<file path="config.mk">
export PLATFORM = sky130hd
export DESIGN_NAME = reaction_timer_mp
export DESIGN_NICKNAME = d
export VERILOG_FILES = /design/src/rtl/reaction_timer_mp.sv
export SDC_FILE = /design/constraint.sdc
export NUM_CORES = 1
export LEC_CHECK = 0
export BUFFER_PORTS_ARGS = -buffer_cell sky130_fd_sc_hd__buf_2
export CORE_ASPECT_RATIO = 1.5
export CORE_MARGIN = 3
export CORE_UTILIZATION = 55
export DETAILED_ROUTE_END_ITERATION = 12
export PLACE_DENSITY = 0.8
export SKIP_CTS_REPAIR_TIMING = 1
export SLEW_MARGIN = 20
export SYNTH_ARGS = -nofsm -noshare
export SYNTH_HDL_FRONTEND = slang
export SYNTH_SLANG_ARGS = --single-unit
</file>
<file path="constraint.sdc">
create_clock -name Clk -period 3.2 [get_ports Clk]
set_input_delay 0.16 -clock Clk [delete_from_list [all_inputs] [get_ports Clk]]
set_output_delay 0.16 -clock Clk [all_outputs]
set_load 0.1 [all_outputs]
</file>
<file path="src/rtl/reaction_timer_mp.sv">
// reaction_timer_mp: multi-player reaction timer with random wait, cheat/slow detection, winner and best-time record
module reaction_timer_mp #(
   parameter int NUM_PLAYERS = 2,
   parameter int TIME_W      = 10,
   parameter int RAND_W      = 13,
   parameter int TICK_DIV    = 50000,
   parameter int MIN_WAIT    = 500,
   parameter int MAX_TIME    = 1000,
   parameter int END_TICKS   = 1000,
   localparam int WIN_W      = (NUM_PLAYERS > 1) ? $clog2(NUM_PLAYERS) : 1
) (
   input  logic                          Clk,
   input  logic                          Rst,
   input  logic                          Start,
   input  logic [NUM_PLAYERS-1:0]        Press,
   input  logic [RAND_W-1:0]             RandomValue,
   input  logic                          LCDAck,
   output logic [7:0]                    LED,
   output logic                          LCDUpdate,
   output logic                          Wait,
   output logic [NUM_PLAYERS-1:0]        Cheat,
   output logic [NUM_PLAYERS-1:0]        Slow,
   output logic [NUM_PLAYERS*TIME_W-1:0] ReactionTime,
   output logic [WIN_W-1:0]              Winner,
   output logic                          WinValid,
   output logic [TIME_W-1:0]             BestTime
);
   localparam int PW = (TICK_DIV > 1) ? $clog2(TICK_DIV) : 1;
   localparam int EW = $clog2(END_TICKS + 1);

   typedef enum logic [2:0] {IDLE, WAIT_MSG, RANDOM_WAIT, MEASURE, DISPLAY, END_WAIT} state_t;

   state_t                  state;
   logic [PW-1:0]           presc;
   logic                    tick;
   logic [NUM_PLAYERS-1:0]  press_q, press_edge, active, hit, left;
   logic [RAND_W-1:0]       wait_time, wait_cnt, wait_sel;
   logic [TIME_W-1:0]       meas_cnt, win_time;
   logic [EW-1:0]           end_cnt;
   logic [WIN_W-1:0]        first;
   logic                    timeout;

   assign tick       = presc == PW'(TICK_DIV - 1);
   assign press_edge = Press & ~press_q;
   assign hit        = press_edge & active;
   assign left       = active & ~hit;
   assign timeout    = meas_cnt == TIME_W'(MAX_TIME);
   assign wait_sel   = (RandomValue > RAND_W'(MIN_WAIT)) ? RandomValue : RAND_W'(MIN_WAIT);
   assign win_time   = ReactionTime[int'(Winner)*TIME_W +: TIME_W];
   assign LED        = (state == MEASURE) ? 8'hFF : 8'h00;
   assign Wait       = (state == WAIT_MSG) || (state == RANDOM_WAIT);
   assign LCDUpdate  = (state == WAIT_MSG) || (state == DISPLAY);

   // lowest-index scoring player this cycle, so same-cycle ties favour player 0
   always_comb begin
      first = '0;
      for (int i = NUM_PLAYERS - 1; i >= 0; i--)
         if (hit[i]) first = WIN_W'(i);
   end

   // game sequencer: prescaler, per-state counters, per-player results and best-time record
   always_ff @(posedge Clk or posedge Rst) begin
      if (Rst) begin
         state        <= IDLE;
         presc        <= '0;
         press_q      <= '0;
         active       <= '0;
         wait_time    <= '0;
         wait_cnt     <= '0;
         meas_cnt     <= '0;
         end_cnt      <= '0;
         Cheat        <= '0;
         Slow         <= '0;
         ReactionTime <= '0;
         Winner       <= '0;
         WinValid     <= 1'b0;
         BestTime     <= '1;
      end else begin
         press_q <= Press;
         presc   <= tick ? '0 : presc + PW'(1);
         case (state)
            IDLE: if (Start) begin
               state        <= WAIT_MSG;
               presc        <= '0;
               active       <= '1;
               Cheat        <= '0;
               Slow         <= '0;
               ReactionTime <= '0;
               Winner       <= '0;
               WinValid     <= 1'b0;
            end
            WAIT_MSG: if (LCDAck) begin
               wait_time <= wait_sel;
               wait_cnt  <= '0;
               state     <= RANDOM_WAIT;
               presc     <= '0;
            end
            RANDOM_WAIT: begin
               if (tick && wait_cnt != wait_time) wait_cnt <= wait_cnt + RAND_W'(1);
               Cheat  <= Cheat | hit;
               active <= left;
               if (left == '0) begin
                  state <= DISPLAY;
                  presc <= '0;
               end else if (wait_cnt == wait_time) begin
                  state    <= MEASURE;
                  presc    <= '0;
                  meas_cnt <= '0;
               end
            end
            MEASURE: begin
               if (tick && !timeout) meas_cnt <= meas_cnt + TIME_W'(1);
               for (int i = 0; i < NUM_PLAYERS; i++)
                  if (hit[i] || (timeout && active[i])) ReactionTime[i*TIME_W +: TIME_W] <= meas_cnt;
               if (hit != '0 && !WinValid) begin
                  Winner   <= first;
                  WinValid <= 1'b1;
               end
               if (timeout) begin
                  Slow   <= Slow | left;
                  active <= '0;
                  state  <= DISPLAY;
                  presc  <= '0;
               end else begin
                  active <= left;
                  if (left == '0) begin
                     state <= DISPLAY;
                     presc <= '0;
                  end
               end
            end
            DISPLAY: if (LCDAck) begin
               if (WinValid && win_time < BestTime) BestTime <= win_time;
               end_cnt <= '0;
               state   <= END_WAIT;
               presc   <= '0;
            end
            END_WAIT: begin
               if (tick && !Start && end_cnt != EW'(END_TICKS)) end_cnt <= end_cnt + EW'(1);
               if (end_cnt == EW'(END_TICKS)) begin
                  state <= IDLE;
                  presc <= '0;
               end
            end
            default: state <= IDLE;
         endcase
      end
   end
endmodule
</file>
### After elaboration in Yosys (flattened, before gate mapping)

Index checks and enable logic that the tools add are counted.

* flip-flop bits (word level): 105
* bits of input ports: 19
* word-level logic and storage cells: 141

* shift-type cells: 1
* bitwise gates (word level): 7
* equal/unequal tests: 26
* $lt $le $gt $ge: 2
* multiply operators: 1
* multiplexer cells: 48
* reduce and logical (&&, ||, !) cells: 37
* add/sub/neg operators: 4

Operators by type and width (number)
* $mux W16: 8
* $pmux W16 S5: 1
* $mux W10: 7
* $pmux W10 S2: 2
* $pmux W20 S2: 1
* $mux W13: 3
* $pmux W13 S2: 1
* $mux W3: 8
* $reduce_and A3 Y1: 7
* $add A10 B1 Y10 const B: 2
* $eq A10 B10 Y1 const B: 2
* $mux W20: 1
* $shiftx A20 B6 Y10: 1
* $pmux W3 S6: 1
* $add A16 B1 Y16 const B: 1
* $eq A16 B16 Y1 const B: 1
* $ne A2 B2 Y1 const B: 7
* $add A13 B1 Y13 const B: 1
* $eq A13 B13 Y1: 1
* $gt A13 B9 Y1 const B: 1
* $ne A13 B13 Y1: 1
* $ne A2 B1 Y1 const B: 6
* $reduce_bool A2 Y1: 6
* $lt A10 B10 Y1: 1
* 26 further kinds: 55

### Depth between registers and ports, before layout

Gate-level depths: netlist of run 1.

* word-level depth: 9
* gate-level depth with buffers: 11
* gate-level depth less buffers: 9

### Worst setup path after synthesis of run 1

OpenSTA, ideal clock, no wires.

* path kind: register -> register
* from: reg Winner
* to: reg BestTime[6]
* data arrival time: 3.185 ns
* path buffers: 2
* stages on the path, launching flop included: 12
* path slack: -0.080 ns
* data required time: 3.105 ns
* cells stage by stage: dfrtp_1 buf_1 mux2i_1 inv_1 ha_1 a21o_1 a21oi_1 o21ai_0 o221ai_1 clkbuf_1 nor3b_1 a311oi_1

* word-level cells in the longest chain between the ends: 5

Ends and longest elaborated chain
* start, declared: RTL line 24 `output logic [WIN_W-1:0] Winner,`
* start signal, assigned: RTL line 116 `Winner <= first;`
* $mul A1 B3 Y4: RTL line 49 `assign win_time = ReactionTime[int'(Winner)*TIME_W +: TIME_W];`
* $shiftx A20 B6 Y10: RTL line 49
* named net win_time[3]: RTL line 38 `logic [TIME_W-1:0] meas_cnt, win_time;`
* $lt A10 B10 Y1: RTL line 133 `if (WinValid && win_time < BestTime) BestTime <= win_time;`
* $logic_and A1 B1 Y1: RTL line 133
* $reduce_and A3 Y1 (no source line)
* end signal, assigned: RTL line 133
* end, declared: RTL line 26 `output logic [TIME_W-1:0] BestTime`

The timed path passes the listed nets, and every way through them passes these cells.
A chain may end at the register's enable or synchronous reset.

### Worst setup path after layout of run 1

* from: reg state[1]
* to: out LED[2]

* word-level cells in the longest chain between the ends: 2

Ends and longest elaborated chain
* start, declared: RTL line 33 `state_t state;`
* start signal, assigned: RTL line 64 `state <= IDLE;`
* start signal, assigned: RTL line 83 `state <= WAIT_MSG;`
* start signal, assigned: RTL line 95 `state <= RANDOM_WAIT;`
* $eq A3 B2 Y1: RTL line 50 `assign LED = (state == MEASURE) ? 8'hFF : 8'h00;`
* $mux W8: RTL line 50
* end, declared: RTL line 18 `output logic [7:0] LED,`

Every way passes these cells.

==> results list, run 1 <==
- The run finished, with violations left.
* Failing checks: negative hold slack
- In the layout the commonest cells are dfrtp_1, buf_2, nor2_1, nand2_1, xnor2_1.
- The number of buffers and inverters on the critical path is 3.
* Number of buffers added by the clock tree synthesis step: 9
- Crit path time final: around 2.6 ns
- Total power for the finished layout comes to just over 6 mW.
- Summed over all cells, the static leakage comes to 2.854 nW.
* TritonRoute pass-1 iters: 5
* Setup repair after global routing missed its margin: false
- A synthesized cell averages 9.706 um2.
* Cell area after synthesis: roughly 5600 um2
* Fin cells: 760
* Initial antenna violation count: 0
- Buffer depth of the longest clock path: 2
- Vertical die dimension: ~130 um
- Post-synthesis cell type count: 57
* Area delta synth->final: 13.56%
* Post-route DRC: 0
* Wire length of the first global-routing pass: 20.81 mm
- Area after detailed placement: approximately 6000 um2
- Kind of start point of the critical path: flop
- In this run the worst path has a maximum fanout of 17.
- Pin placement for this block handled 65 I/O pins.
- Final clock period utilization by the worst path: 81.66%
- Vias/cell: 5.976
- Pre-CTS worst setup slack: just over 0.6 ns
- For this block, the routed nets add up to approximately 12 mm of wire.
* Dominant synthesized flop cell: dfrtp_1
- Final hold vios: 83
- The number of global-route vias before repair came to around 4600.
- The detailed router finished its first iteration with around 240 violations.
- Register-to-register setup slack: between 0.5 and 0.6 ns
- The number of placed instances, taps included, is 742.
- Synthesis produced around 580 cells.
- Cells with a size suffix above 1 make up a little over a fifth of the layout.
* Achievable frequency: ~0.38 GHz
* Number of buffers added on ports: 64
- Root buffer selected by CTS: clkbuf_16
* Clock Sink Count: between 100 and 150
- Adding up every negative setup slack in the final design gives 0 ns.
- In this run, synthesis produced a sequential element count of 105.
* Post-DRT Antenna Nets: 0
- In this run the core area contains 44 standard-cell rows.
- In the final routed layout, each cell accounts on average for roughly 16 um.
- After clock tree synthesis, the clock-pin slew on the worst setup and hold paths is roughly 0.070 ns.
- For the worst-skew pair, the clock arrives at the later sink with an insertion delay of between 0.3 and 0.4 ns.
* Number of enable flip-flop cells after synthesis: 0
- Critical path type: reg -> out
- Max VDD drop: a little over 0.0005 V
- The library cell used most frequently in the layout, excluding fill and tap cells, is dfrtp_1.
- Req. time, crit path: 3.04 ns
* Arrival time of data at the critical path endpoint: between 2 and 2.5 ns
- Number of max-cap violations: 0
- Sequential share of the synthesized area: between 40 and 50%
* Net count after synthesis: roughly 620
* Highest-delay cell along the critical path: dfrtp_1
- After routing the design area is around 6400 um2.
- Final Max Slew Viols: 0
- TritonCTS built the clock tree.
- The worst hold path belongs to the class in -> async.
* Total global routing track utilization: approximately 23%
- Vias post-DR: around 4500
* Die area: 11530 um2
- Setup violations remaining at the end of the flow were counted as 0.
- The net count of the finished layout is a little under 700.
- Final Worst Setup Slack: 0.5869 ns
- Power density over cell area: between 900 and 1000 nW/um2
- The worst setup path is captured at a primary output.
- Measured along the x axis, the die boundary spans 88.68 um.
* Worst slew margin relative to its limit: approximately 49%
- For this configuration, the core starts out at a cell density of 57.22%.
- Detail Placement HPWL: ~9 mm
* Crit path max-delay family: buffers and inverters
* Core area: 9854 um2
* Asr flop ratio synth: 100.0%
* Slew at the pin closest to its max-slew limit: between 0.7 and 0.8 ns
- Synthesis Warnings: 0
- For this run the aggregate overflow at the end of global routing stands at 0.
- # diodes: 0
* Last weighted congestion value of the routability-driven placer: approximately 0.9
* Crit-path max cell delay: around 0.61 ns
* Largest net degree at the start of global routing: around 90
- The H-tree generated during clock tree synthesis spans 3 levels.
- Traced cell by cell, the critical path runs through nor2b_1 -> nand2_1 -> inv_1 -> buf_4 -> buf_2.
* Final hold slack: -0.04661 ns
- Final Skew: around 0.013 ns
per-layer routing:
layer  track usage (%)  share of wire (%)
met4             11.21                2.6
met5                 0                  0
met3             3.474                3.8
met2             41.51                 55
met1             25.33                 39
cell usage after synthesis (all sizes together) (12+ instances only):
cell	number	share of area, %
dfrtp	95	42
nand3	17	1.5
nor2	63	4.2
buf	15	1.6
ha	15	3.3
mux2	27	5.4
clkbuf	14	0.93
xnor2	32	5.0
a21oi	24	2.1
o21ai	23	2.0
inv	31	2.1
nand2	47	3.1
nor3	12	1.2
final timing paths:
kind / start / to / depth (start not counted)
min reg2reg: presc[0] / presc[0] / 1
min: Rst / wait_cnt[12] / 2
min in group Clk: RandomValue[11] / wait_time[11] / 3
max in group asynchronous: Rst / BestTime[7] / 3
max reg2reg: wait_cnt[2] / wait_cnt[3] / 6
max: state[1] / LED[2] / 5
worst reg2reg max path: cells and delay by family, from the launching register on:
kind             cells  cell delay [ns]
AO/OA/AOI/OAI        3             1.12
XOR/XNOR             1             0.20
flip-flops           1             0.46
AND/OR/NAND/NOR      2             0.75
sequential cells by signal (all words and copies together) (netlist names), 2 cells and up:
register      cells
presc            16
press_q           2
ReactionTime     20
Cheat             2
end_cnt          10
wait_cnt         13
active            2
meas_cnt         10
Slow              2
state             3
BestTime         10
wait_time        13
stage by stage:
stage               hold WS (ns)  util [%]
floorplan                 0.1914         -
global placement          0.2826     61.43
detailed placement        0.2857     61.43
CTS                     -0.07945     64.75
global route             0.01659     64.98
finish                  -0.04661     64.98
power by group:
part | switching, mW | internal, mW
sequential | 0.300 | 1.59
clock | 0.523 | 0.694
combinational | 2.12 | 0.828
area by class of cell:
| class | count | area [um2] |
|---|---|---|
| fillers | 781 | 3451 |
| multi-input cells | 416 | 2746 |
| flip-flops and latches | 105 | 2641 |
| repair buffers | 77 | 422.9 |
| clock buffers | 9 | 225.2 |
| well taps | 115 | 143.9 |
| inverters | 31 | 121.4 |
| clock inverters | 7 | 102.6 |
cell families after synthesis:
family / after synthesis / share of synthesized area (%)
AND/OR/NAND/NOR: 225 / 20.72
flip-flops: 105 / 46.82
AO/OA/AOI/OAI: 103 / 11.92
buffers and inverters: 60 / 4.571
XOR/XNOR: 41 / 6.368
multiplexers: 32 / 6.279
adder cells (fa/ha/maj): 15 / 3.328
No activity file was read; power rests on OpenSTA's default activity.
==> inputs of run 2 (changes only) <==
- CORE_UTILIZATION: 55 -> 53
- clock period: 3.2 -> 2.4 ns (I/O delays scaled with it)
==> results list, run 2 (synthesis results as in run 1) <==
* Crit path time final: 2.355 ns
* Post-route DRC: 0 (unchanged)
* Number of core rows: 45 (+2.3%)
- The startpoint identified for the worst register-to-register timing path is Winner.
* Max VDD drop: 0.0005908 V (+14%)
* Hold Path Origin: RandomValue[11]
- Final clock period utilization by the worst path: about 98%
- Vias post-DR: 4681 (+3.1%)
- The final hold slack came to -0.01236 ns (+0.03424 ns).
- The total overflow reported by the global router was 0 (unchanged).
- The share of post-route cells with drive strength above 1 came to 25.23% (+3.4 points).
- The number of nets with antenna violations after routing is 0 (unchanged).
* Number of global-route vias before repair: 4805 (+4.9%)
* Leading cell types in the layout, fill and taps excluded: dfrtp_1, nor2_1, buf_2, nand2_1, xnor2_1
- STA classifies the critical path endpoint as a flop.
- The number of clock buffers inserted by TritonCTS was 9 (unchanged).
* Final Max Slew Viols: 0 (unchanged)
- The storage element area came to 2641 um2 (unchanged).
* Final Skew: 0.01230 ns (-0.0007942 ns)
- Derived from the worst setup path, the maximum achievable clock frequency is roughly 0.42 GHz.
- The overall power of the completed layout was 8.485 mW (+40%).
- The total power density per cell area is 1257 nW/um2 (+33%).
- The final count of hold timing violations was 4 (-95%).
- The half-perimeter wire length after detailed placement was 9.355 mm (+4.1%).
* Die area: 11940 um2 (+3.6%)
- Crit path max-delay family: compound AO/OA/AOI/OAI gates
- 1st-iter DRT viols: 188 (-21%)
* Kind of start point of the critical path: flop
- TritonCTS built the clock tree.
* Combined area of the multi-input logic cells: 2785 um2 (+1.4%)
- Path depth of the worst reg2reg path: 10 (+4)
- Run status: finished, violations left
- The data required time at the worst endpoint came to 2.65 ns (-0.39 ns).
* Highest-delay cell along the critical path: dfrtp_2
* Wire length of the first global-routing pass: 22.22 mm (+6.8%)
- The setup path with the least slack is of type reg -> reg.
- Class of the tightest hold or removal check: in -> reg
* Reg-to-reg critical path endpoint: BestTime[6]
- Vertical die dimension: 132.3 um (+1.8%)
- The first-pass iteration count of the detailed router came to 4 (-1).
- Largest net degree at the start of global routing: 106 (+19%)
- Critical path peak fanout: 8 (-9)
* Number of instances on the worst hold path: 3
- Clock Sink Count: 105 (unchanged)
- The wire length after detailed routing is 13.32 mm (+6.7%).
- Root buffer selected by CTS: clkbuf_16
* Sequence of cells on the critical path: mux2i_2 -> inv_1 -> ha_1 -> a21o_1 -> a21oi_1 -> o21ai_1 -> o221ai_2 -> buf_4 -> nor3b_1 -> a311oi_1
- The initial cell density of the core is 55.03% (-2.2 points).
* Buffer depth of the longest clock path: 2 (unchanged)
- Initial antenna violation count: 0 (unchanged)
* Most frequent standard cell in the layout excluding fill and tap cells: dfrtp_1
- The total number of nets in the final design came to 695 (+3.1%).
* Register name with the most flops: ReactionTime
* Last weighted congestion value of the routability-driven placer: 0.8690 (-2.1%)
* # H-tree levels: 3 (unchanged)
- Registers with the highest flip-flop counts: ReactionTime: 20 flops, presc: 16 flops
- The routed length per instance came to 16.51 um (+0.50%).
* Number of ports placed on the die boundary: 65 (unchanged)
- The number of antenna repair diodes came to 0 (unchanged).
- Total global routing track utilization: 22.38% (-0.45 points)
- Total setup violations reported at the end of the flow: 0 (unchanged)
- The worst hold path terminates at wait_time[11].
- The final reports fail on negative hold slack.
- Flip-flop count of the largest register after layout: 20 (unchanged)
* Number of max-cap violations: 0 (unchanged)
* Slew at the pin closest to its max-slew limit: 0.5820 ns (-0.1819 ns)
* Crit-path max cell delay: 0.44 ns (-0.17 ns)
* Register-to-register setup slack: 0.05 ns (-0.54 ns)
* Clock slew at the register clock pins of the worst setup and hold paths: 0.07 ns (about the same)
- Number of buffer and inverter instances along the worst setup path: 2 (-1)
- The count of input and output buffers is 64 (unchanged).
* Core area: 10250 um2 (+4.0%)
* Worst slew margin relative to its limit: 60.84% (+12 points)
- The signal arrival time at the worst endpoint is 2.61 ns (+0.16 ns).
* Area delta synth->final: 19.72%
* Vias/cell: 5.800 (-2.9%)
* Die width: 90.22 um (+1.7%)
- The setup TNS after final layout was 0 ns (unchanged).
- Setup repair after global routing missed its margin: true
- Latest clock arrival within the worst-skew pair: 0.35 ns (about the same)
- The static leakage power came to 2.978 nW (+4.4%).
- The count of fill cells added during filler insertion was 809 (+3.6%).
-- run 2: changes by cell type in the layout (fill, tap and decap cells not counted), moves of 2 or more --
cell	delta
buf_12	+9
buf_2	-7
buf_4	+18
clkbuf_8	+2
nor4_1	-2
nor4_2	+2
-- run 2: worst max-delay path by stage --
stage | from | cells after the start | slack [ns] | to
finish | Winner | 10 | 0.05 | BestTime[6]
global placement | Winner | 10 | 0.15 | BestTime[6]
global route | Winner | 10 | -0.05 | BestTime[6]
floorplan | Winner | 11 | -0.25 | BestTime[6]
detailed placement | Winner | 10 | 0.01 | BestTime[0]
CTS | Winner | 10 | -0.02 | BestTime[0]
-- run 2: cell type report --
cell class,count,area share [%]
clock inverters,5,0.9266
inverters,31,1.779
clock buffers,11,3.744
multi-input cells,416,41.25
well taps,141,2.613
flip-flops and latches,105,39.12
repair buffers,98,10.56
-- run 2: metrics by stage --
step	area, um2	setup WS, ns	std cells	utilization (%)
global placement	6325	0.1472	782	61.72
global route	6751	-0.05167	807	65.89
detailed placement	6325	0.01299	782	61.72
floorplan	5657	-0.2504	581	-
CTS	6640	-0.01665	798	64.80
finish	6751	0.04502	807	65.89
-- run 2: layer usage --
layer	part of all wire (%)	track usage [%]	vias up	wire length [um]
met5	0	0	-	0
met4	3.1	10.65	0	413
met3	2.8	2.342	36	377
met2	56	42.83	111	7492
met1	38	24.26	2325	5038
li1	-	-	2209	-
-- run 2: where the power goes --
group	internal [mW]	switching (mW)	total, mW
logic	1.45	3.02	4.47
clock network	0.871	0.659	1.53
registers	2.12	0.370	2.49
total	4.44	4.05	8.48
-- run 2: tightest hold or removal path, cell delays in order --
cell and delay (ns):
buf_2 0.09, nand2_1 0.04, nand2_1 0.05
==> inputs of run 3 (changes only) <==
- PLACE_DENSITY: 0.8 -> 0.76
==> results list, run 3 (synthesis results as in run 1) <==
- Register-to-register setup slack: 0.03 ns (-0.02 ns)
- Number of buffers added on ports: 64 (unchanged)
* Vertical die dimension: 132.3 um (unchanged)
* Run status: finished, violations left
- The peak fanout along the critical path was 8 (unchanged).
* Die width: 90.22 um (unchanged)
- Number of core rows: 45 (unchanged)
* Most frequent standard cell in the layout excluding fill and tap cells: dfrtp_1
- # H-tree levels: 3 (unchanged)
- The area inside the core boundary is 10250 um2 (unchanged).
- Register name with the most flops: ReactionTime
- Buffer depth of the longest clock path: 2 (unchanged)
- The sink count of the clock tree came to 105 (unchanged).
- Launching point of the worst reg2reg path: Winner
- The final setup violation count is 0 (unchanged).
- The final critical-path share of the clock period was 98.93% (+0.80 points).
- The routed length per instance was 15.81 um (-4.2%).
- In this run the worst hold path is classified as in -> reg.
- The register clock-pin slew on the reported worst setup and hold paths was 0.07 ns (about the same).
* Total routed wirelength: 12.89 mm (-3.3%)
- Initial antenna violation count: 0 (unchanged)
- The critical path is of the reg -> reg type.
* Leading cell types in the layout, fill and taps excluded: dfrtp_1, nor2_1, buf_2, nand2_1, buf_4
- Failing checks: negative hold slack
- Flip-flop count of the largest register after layout: 20 (unchanged)
- 1st-iter DRT viols: 194 (+3.2%)
- The total number of nets in the final design was 703 (+1.2%).
* Placed Instances: 792 (+1.3%)
- Worst slew margin relative to its limit: 62.97% (+2.1 points)
- Final Worst Setup Slack: 0.02576 ns (-0.01926 ns)
- Fill cell total of the finished layout: 801 (-0.99%)
- Number of instances on the worst hold path: 3 (unchanged)
- The net switching fraction of the power is 47.56% (-0.15 points).
* Share of power burned in the clock network: 17.9% (about the same)
- The static leakage power came to 3.031 nW (+1.8%).
- The half-perimeter wire length after detailed placement came to 9.319 mm (-0.39%).
- The wire length of the first global-routing pass was 21.53 mm (-3.1%).
- Number of ports placed on the die boundary: 65 (unchanged)
- The average vias per placed instance is 5.649 (-2.6%).
- Total global routing track utilization: 21.85% (-0.53 points)
* Max VDD drop: 0.0006405 V (+8.4%)
- Last weighted congestion value of the routability-driven placer: 0.9188 (+5.7%)
* TritonRoute pass-1 iters: 5 (+1)
* Kind of start point of the critical path: flop
- Setup TNS Final: 0 ns (unchanged)
- The data required time at the worst endpoint came to 2.64 ns (about the same).
* Largest net degree at the start of global routing: 58 (-45%)
- The total power density per cell area came to 1241 nW/um2 (-1.2%).
- Reg-to-reg critical path endpoint: BestTime[7]
- The worst clock skew came to 0.01004 ns (-0.002255 ns).
- The later-pin clock latency in the skew report was 0.35 ns (about the same).
- Area delta synth->final: 21.03%
* Vias post-DR: 4604 (-1.6%)
* Endpoint of the worst hold path: wait_time[11]
- The overall power of the completed layout is 8.470 mW (-0.17%).
* # diodes: 0 (unchanged)
- The number of nets with antenna violations after routing came to 0 (unchanged).
- Final hold slack: -0.009473 ns (+0.002891 ns)
- Relative contribution of sequential cells to total power: 29.1% (-0.2 points)
- The power dissipated by switching net loads is 4.028 mW (-0.48%).
* Number of buffers added by the clock tree synthesis step: 9 (unchanged)
- The worst setup path is captured at a flop.
- Achievable frequency: 0.4212 GHz (-0.81%)
* Arrival time of data at the critical path endpoint: 2.62 ns (about the same)
- Pre-CTS worst setup slack: -0.04264 ns (-0.05562 ns)
* Critical path startpoint: Winner
- Final hold vios: 5 (+1)
- The area of the die was 11940 um2 (unchanged).
* Share of layout cells above drive strength 1: 25.67% (+0.44 points)
* Path depth of the worst reg2reg path: 9 (-1)
- Starting Density: 55.03% (unchanged)
* Combined area of the multi-input logic cells: 2785 um2 (unchanged)
* CTS tree: yes
- Post-route DRC: 0 (unchanged)
- The total overflow reported by the global router came to 0 (unchanged).
* Number of global-route vias before repair: 4753 (-1.1%)
- Hold Path Origin: RandomValue[11]
* Root buffer selected by CTS: clkbuf_16
- The largest registers in the layout are ReactionTime: 20 flops, presc: 16 flops.
- The share of power burned in combinational logic came to 53.1% (+0.5 points).
- Final Max Slew Viols: 0 (unchanged)
- The number of maximum-capacitance constraint violations was 0 (unchanged).
* Internal power summed over all cells: 4.442 mW (+0.11%)
- The transition time at the pin with the least slew margin is 0.5513 ns (-0.03077 ns).
- Register area: 2641 um2 (unchanged)
- Crit path time final: 2.374 ns (+0.01926 ns)
* Fin cells: 815 (+0.99%)
## run 3: power groups by stage
| stage | logic, mW | registers (mW) | clock network (mW) |
|---|---|---|---|
| after floorplan | 2.50 | 3.30 | 0 |
| after global placement | 4.27 | 2.46 | 0 |
| after detailed placement | 4.37 | 2.48 | 0 |
| after CTS | 4.39 | 2.45 | 1.54 |
| after global routing | 4.76 | 2.51 | 1.62 |
| final | 4.49 | 2.46 | 1.51 |
## run 3: cell type report
cell class / count / share of cell area (%)
clock buffers: 11 / 3.556
clock inverters: 5 / 0.9166
repair buffers: 106 / 11.68
well taps: 141 / 2.585
multi-input cells: 416 / 40.81
flip-flops and latches: 105 / 38.70
inverters: 31 / 1.760
## run 3: worst max-delay path, stage by stage (launching register included)
cell	delay (ns)
dfrtp_2	0.47
buf_12	0.14
mux2_2	0.36
ha_1	0.21
nor3_2	0.23
o21ai_1	0.11
o221ai_2	0.22
buf_6	0.16
nor3b_1	0.06
a311oi_1	0.31
## run 3: worst max path at each step
stage                        to  slack [ns]
floorplan           BestTime[6]       -0.25
global placement    BestTime[6]        0.15
detailed placement  BestTime[7]       -0.04
CTS                 BestTime[7]       -0.05
global route        BestTime[7]       -0.06
finish              BestTime[7]        0.03
## run 3: per-stage QoR
stage | area (um2) | hold WS (ns) | util, %
6_report | 6825 | -0.009473 | 66.61
4_1_cts | 6705 | -0.1546 | 65.43
3_3_place_gp | 6400 | 0.2169 | 62.45
2_1_floorplan | 5657 | 0.1514 | -
5_1_grt | 6825 | 0.001492 | 66.61
3_5_place_dp | 6400 | 0.2159 | 62.45
## run 3: layer usage
metal  global-route usage [%]  vias to the layer above  share of wire, %
met5                        0                        -                 0
met4                    11.75                        0               3.4
met3                    3.598                       30               2.8
met2                    40.58                       85                54
met1                    23.36                     2274                40
li1                         -                     2215                 -
